==> src/rtl/spi_slave_if.sv <==
// rtl/spi_slave_if.sv - SPI slave front end for the RAM command port: 10-bit command in, 8-bit read data out.
// Optional SPI_FRAME_ERR_EN adds a frame_err pulse for frames cut short by SS_n.
module spi_slave_if #(
   parameter int CMD_W  = 10,
   parameter int DATA_W = 8
) (
   input  logic              clk,
   input  logic              rstn,
   input  logic              SS_n,
   input  logic              MOSI,
   output logic              MISO,
   output logic [CMD_W-1:0]  rx_data,
   output logic              rx_valid,
   input  logic [DATA_W-1:0] tx_data,
`ifdef SPI_FRAME_ERR_EN
   input  logic              tx_valid,
   output logic              frame_err
`else
   input  logic              tx_valid
`endif
);

   localparam int CW  = $clog2(CMD_W);
   localparam int TLW = $clog2(DATA_W + 1);
   localparam logic [CW-1:0]  LAST_BIT = CW'(CMD_W - 1);
   localparam logic [TLW-1:0] TX_LAST  = TLW'(DATA_W - 1);

   typedef enum logic [2:0] {IDLE, CHK_CMD, WRITE, READ_ADD, READ_DATA} state_t;

   state_t             state, state_nxt;
   logic               rd_flag;
   logic [CW-1:0]      bit_cnt;
   logic [CMD_W-2:0]   rx_sh;
   logic               frame_done;
   logic [DATA_W-1:0]  tx_sh;
   logic [TLW-1:0]     tx_left;
   logic               tx_loaded;

   always_ff @(posedge clk or negedge rstn) begin
      if (!rstn) state <= IDLE;
      else       state <= state_nxt;
   end

   always_comb begin
      state_nxt = state;
      if (SS_n) begin
         state_nxt = IDLE;
      end else begin
         case (state)
            IDLE:    state_nxt = CHK_CMD;
            CHK_CMD: begin
               if (!MOSI)       state_nxt = WRITE;
               else if (rd_flag) state_nxt = READ_DATA;
               else             state_nxt = READ_ADD;
            end
            default: state_nxt = state;
         endcase
      end
   end

   always_ff @(posedge clk or negedge rstn) begin
      if (!rstn) begin
         MISO       <= 1'b0;
         rx_data    <= '0;
         rx_valid   <= 1'b0;
         rd_flag    <= 1'b0;
         bit_cnt    <= '0;
         rx_sh      <= '0;
         frame_done <= 1'b0;
         tx_sh      <= '0;
         tx_left    <= '0;
         tx_loaded  <= 1'b0;
      end else begin
         rx_valid <= 1'b0;
         if (SS_n) begin
            // rd_flag deliberately survives an abort
            MISO       <= 1'b0;
            bit_cnt    <= '0;
            frame_done <= 1'b0;
            tx_sh      <= '0;
            tx_left    <= '0;
            tx_loaded  <= 1'b0;
         end else begin
            case (state)
               CHK_CMD: begin
                  rx_sh   <= {rx_sh[CMD_W-3:0], MOSI};
                  bit_cnt <= CW'(1);
               end
               WRITE, READ_ADD, READ_DATA: begin
                  if (!frame_done) begin
                     if (bit_cnt == LAST_BIT) begin
                        rx_data    <= {rx_sh, MOSI};
                        rx_valid   <= 1'b1;
                        frame_done <= 1'b1;
                        if (state == READ_ADD)  rd_flag <= 1'b1;
                        if (state == READ_DATA) rd_flag <= 1'b0;
                     end else begin
                        rx_sh   <= {rx_sh[CMD_W-3:0], MOSI};
                        bit_cnt <= bit_cnt + CW'(1);
                     end
                  end else if (state == READ_DATA) begin
                     // tx_data captured once per frame; MISO carries the MSB from the capture edge
                     if (!tx_loaded) begin
                        if (tx_valid) begin
                           MISO      <= tx_data[DATA_W-1];
                           tx_sh     <= {tx_data[DATA_W-2:0], 1'b0};
                           tx_left   <= TX_LAST;
                           tx_loaded <= 1'b1;
                        end
                     end else if (tx_left != '0) begin
                        MISO    <= tx_sh[DATA_W-1];
                        tx_sh   <= {tx_sh[DATA_W-2:0], 1'b0};
                        tx_left <= tx_left - TLW'(1);
                     end else begin
                        MISO <= 1'b0;
                     end
                  end
               end
               default: ;
            endcase
         end
      end
   end

`ifdef SPI_FRAME_ERR_EN
   always_ff @(posedge clk or negedge rstn) begin
      if (!rstn) begin
         frame_err <= 1'b0;
      end else begin
         frame_err <= 1'b0;
         if (SS_n && state != IDLE) begin
            if (state == READ_DATA)
               frame_err <= !frame_done || !(tx_loaded && tx_left == '0);
            else
               frame_err <= !frame_done;
         end
      end
   end
`endif

endmodule

==> config.mk <==
export PLATFORM = sky130hd
export DESIGN_NAME = spi_slave_if
export DESIGN_NICKNAME = d
export VERILOG_FILES = /design/src/rtl/spi_slave_if.sv
export SDC_FILE = /design/constraint.sdc
export NUM_CORES = 1
export LEC_CHECK = 0
export CORE_MARGIN = 2
export CORE_UTILIZATION = 45
export DETAILED_ROUTE_END_ITERATION = 16
export HOLD_SLACK_MARGIN = 0.08
export PLACE_DENSITY = 0.64
export REMOVE_ABC_BUFFERS = 1
export SLEW_MARGIN = 40
export SYNTH_ARGS = -nofsm -noshare
export SYNTH_HDL_FRONTEND = slang
export SYNTH_SLANG_ARGS = --single-unit
export TNS_END_PERCENT = 100
==> constraint.sdc <==
create_clock -name clk -period 2.1 [get_ports clk]
set_input_delay 0.42 -clock clk [delete_from_list [all_inputs] [get_ports clk]]
set_output_delay 0.42 -clock clk [all_outputs]
set_load 0.05 [all_outputs]
==> impl_metrics.toml <==
[cts]
cts_buffers = 5
ctsHoldBuffers = 0
clk_pin_slew_ns = 0.08
cts_buffer_depth = 2
cts_tree = "done"
post_cts_buffers = 0
clk_latency_ns = 0.29
root_buffer = "clkbuf_8"
cts_resized = 0
h-tree-depth = 2
cts.sinks = 42

[setup_path]
crit_path_end_kind = "output pin"
worstPathRequired_ns = 1.68
worstSetupStartpointType = "flop"
worstPathMaxFanout = 2
cp_data_arrival_time_ns = 1.45
crit_chain = "clkdlybuf4s50_1"
cp_num_cells = 1
crit_slowest_cell = "clkdlybuf4s50_1"
path_class = "flop to output pin"
path_buf_inv = 1
r2r_cells = 5
cp_top_family = "buffers and inverters"
cpPeakStageDelay_ns = 0.81

[pwr]
internal_power_w = 0.001512
pwr-share-seq = 0.506
p_comb_frac = 0.192
fin_total_pwr_w = 0.002068
p_leak_nw = 1.123
irDropWorstVdd_v = 0.0005113
switching_power_w = 0.0005564
power.density_nw_per_um2 = 808.2
p_sw_frac = 0.2691
pwr-share-clk = 0.303

[global_route]
antenna_found_initial = 0
gr-usage-all-layers = 0.1699
grt_pass1_wl_mm = 6.996
grt_pass1_vias = 1605
grt_max_degree = 43
gr-total-overflow = 0

[finish]
fillerInstances = 372
antennaDiodeCount = 0
fin_util = 0.5796
drive_gt1_frac = 0.2591
final_cell_mix = "dfrtp_1 (42), mux2_2 (27), clkdlybuf4s50_1 (23), nor2_1 (16), nand2_1 (12)"
area_growth_pct = 22.60
nets = 235
final_common_cell = "dfrtp_1"
fin_area_sq_um = 2559

[timing]
hold_viol = 0
tns_ns = 0
tightest_slew_ns = 0.5295
rsz0062_at_grt = "false"
final_max_slew_viol_count = 0
fmax_mhz = 534.4
maxSlewHeadroom = 0.6470
period_share = 0.8910
fin_skew_ns = 0.007918
holdWs_ns = 0.1877
post-route-min-period_ns = 1.871
setup_viol = 0

[routing]
dr.pass1.iters = 4
drc = 0
wl_per_cell_microns = 14.32
ant_nets = 0
drtIter0Drc = 69
drt_wl_total_mm = 3.895
vias = 1510
via_per_inst = 5.551

[placement]
dp_hpwl_mm = 2.767
io_buffers = 24
placed_area_sq_um = 2449
gp_congestion = 0.9709

[floorplan]
die-area_sq_um = 5198
die_w_microns = 72.10
io_pins = 25
die_y_microns = 72.10
core_area_sq_um = 4414
rows = 24
initial_core_util = 0.4728

[synth]
syn_inst = 183
async_reset_ff_frac = 1.000
seq_area_frac_synth = 0.5036
ys_ff_latch = 42
synth_ff_type = "dfrtp_1"
yosys.area.top_type_share = 0.5036
synth_top_area_cell = "dfrtp_1"
netlist_area_sq_um = 2087
syn_area_per_cell_sq_um = 11.40
yosys-top-cells-area = "dfrtp_1 (50%), mux2_2 (15%), mux2i_1 (3.4%)"
synth_warnings = 0
ys_types = 46
synth-edff-count = 0

[flow_run]
maxCapViolations = 0

[status]
status = "finished clean"

[hold_path]
hold_path_class = "input pin to asynchronous set/reset pin"
## state kept, by name (all words and copies together), names as in the netlist
| signal | count |
|---|---|
| MISO | 1 |
| bit_cnt | 4 |
| frame_done | 1 |
| rd_flag | 1 |
| rx_data | 10 |
| rx_sh | 9 |
| rx_valid | 1 |
| state | 3 |
| tx_left | 4 |
| tx_loaded | 1 |
| tx_sh | 7 |
## power by group through the flow
stage	registers (W)	clock network, W	logic (W)
2_1_floorplan	0.00103	0	0.000268
3_3_place_gp	0.00105	0	0.000382
3_5_place_dp	0.00106	0	0.000397
4_1_cts	0.00105	0.000648	0.000404
5_1_grt	0.00107	0.000679	0.000440
6_report	0.00105	0.000626	0.000396
## through the flow
| step | instances | setup slack [ns] |
|---|---|---|
| after global placement | 264 | 0.09118 |
| final | 272 | 0.2289 |
| after floorplan | 176 | 0.3644 |
| after global routing | 272 | 0.1276 |
| after CTS | 272 | 0.2092 |
| after detailed placement | 264 | 0.08062 |
## layer usage
layer,part of all wire,global-route usage,routed length [microns]
met1,0.46,0.2123,1777
met2,0.50,0.2915,1966
met3,0.028,0.03472,109
met4,0.011,0.06080,42
met5,0,0,0
## layout make-up
type / count / area [sq um] / share of cell area
clock buffers: 6 / 72.57 / 0.02836
inverters: 9 / 33.78 / 0.01320
flip-flops and latches: 42 / 1051 / 0.4108
repair buffers: 36 / 337.8 / 0.1320
well taps: 52 / 65.06 / 0.02543
multi-input cells: 125 / 960.9 / 0.3756
clock inverters: 2 / 37.54 / 0.01467
## path summary, 6_finish.rpt
kind                                 start          to  slack, ns
worst max-delay path            rx_data[6]  rx_data[6]       0.23
worst min-delay path                  rstn  bit_cnt[2]       0.19
worst max register to register    state[1]    rx_sh[0]       0.25
worst min register to register  rx_data[8]  rx_data[8]       0.51
max in group asynchronous             rstn  tx_left[0]       1.55
min in group clk                rx_data[8]  rx_data[8]       0.51
## synth_stat cells (2+ instances only)
library cell	count
dfrtp_1	42
nand2_1	12
nor3_1	4
nand3b_1	2
buf_4	2
nor3b_1	2
nor2_1	16
nor2b_1	2
o21ai_0	5
nand2b_1	2
nand3_1	4
o211ai_1	3
ha_1	3
mux2i_1	7
mux2_2	27
clkbuf_1	2
o2bb2ai_1	2
inv_1	9
a21oi_1	9
buf_1	2
## kinds of logic (layout without fill, tap and decap cells)
| family | after synthesis | in the layout | synth area share |
|---|---|---|---|
| adders and majority gates | 3 | 3 | 0.01799 |
| AOI/OAI and AO/OA | 32 | 32 | 0.1115 |
| DFF | 42 | 42 | 0.5036 |
| and+or+nand+nor | 55 | 55 | 0.1475 |
| xor gates and xnor gates | 1 | 1 | 0.004197 |
| muxes | 34 | 34 | 0.1793 |
| buffers and inverters | 16 | 53 | 0.03597 |
Note: power is estimated with default switching activity, not from simulation.
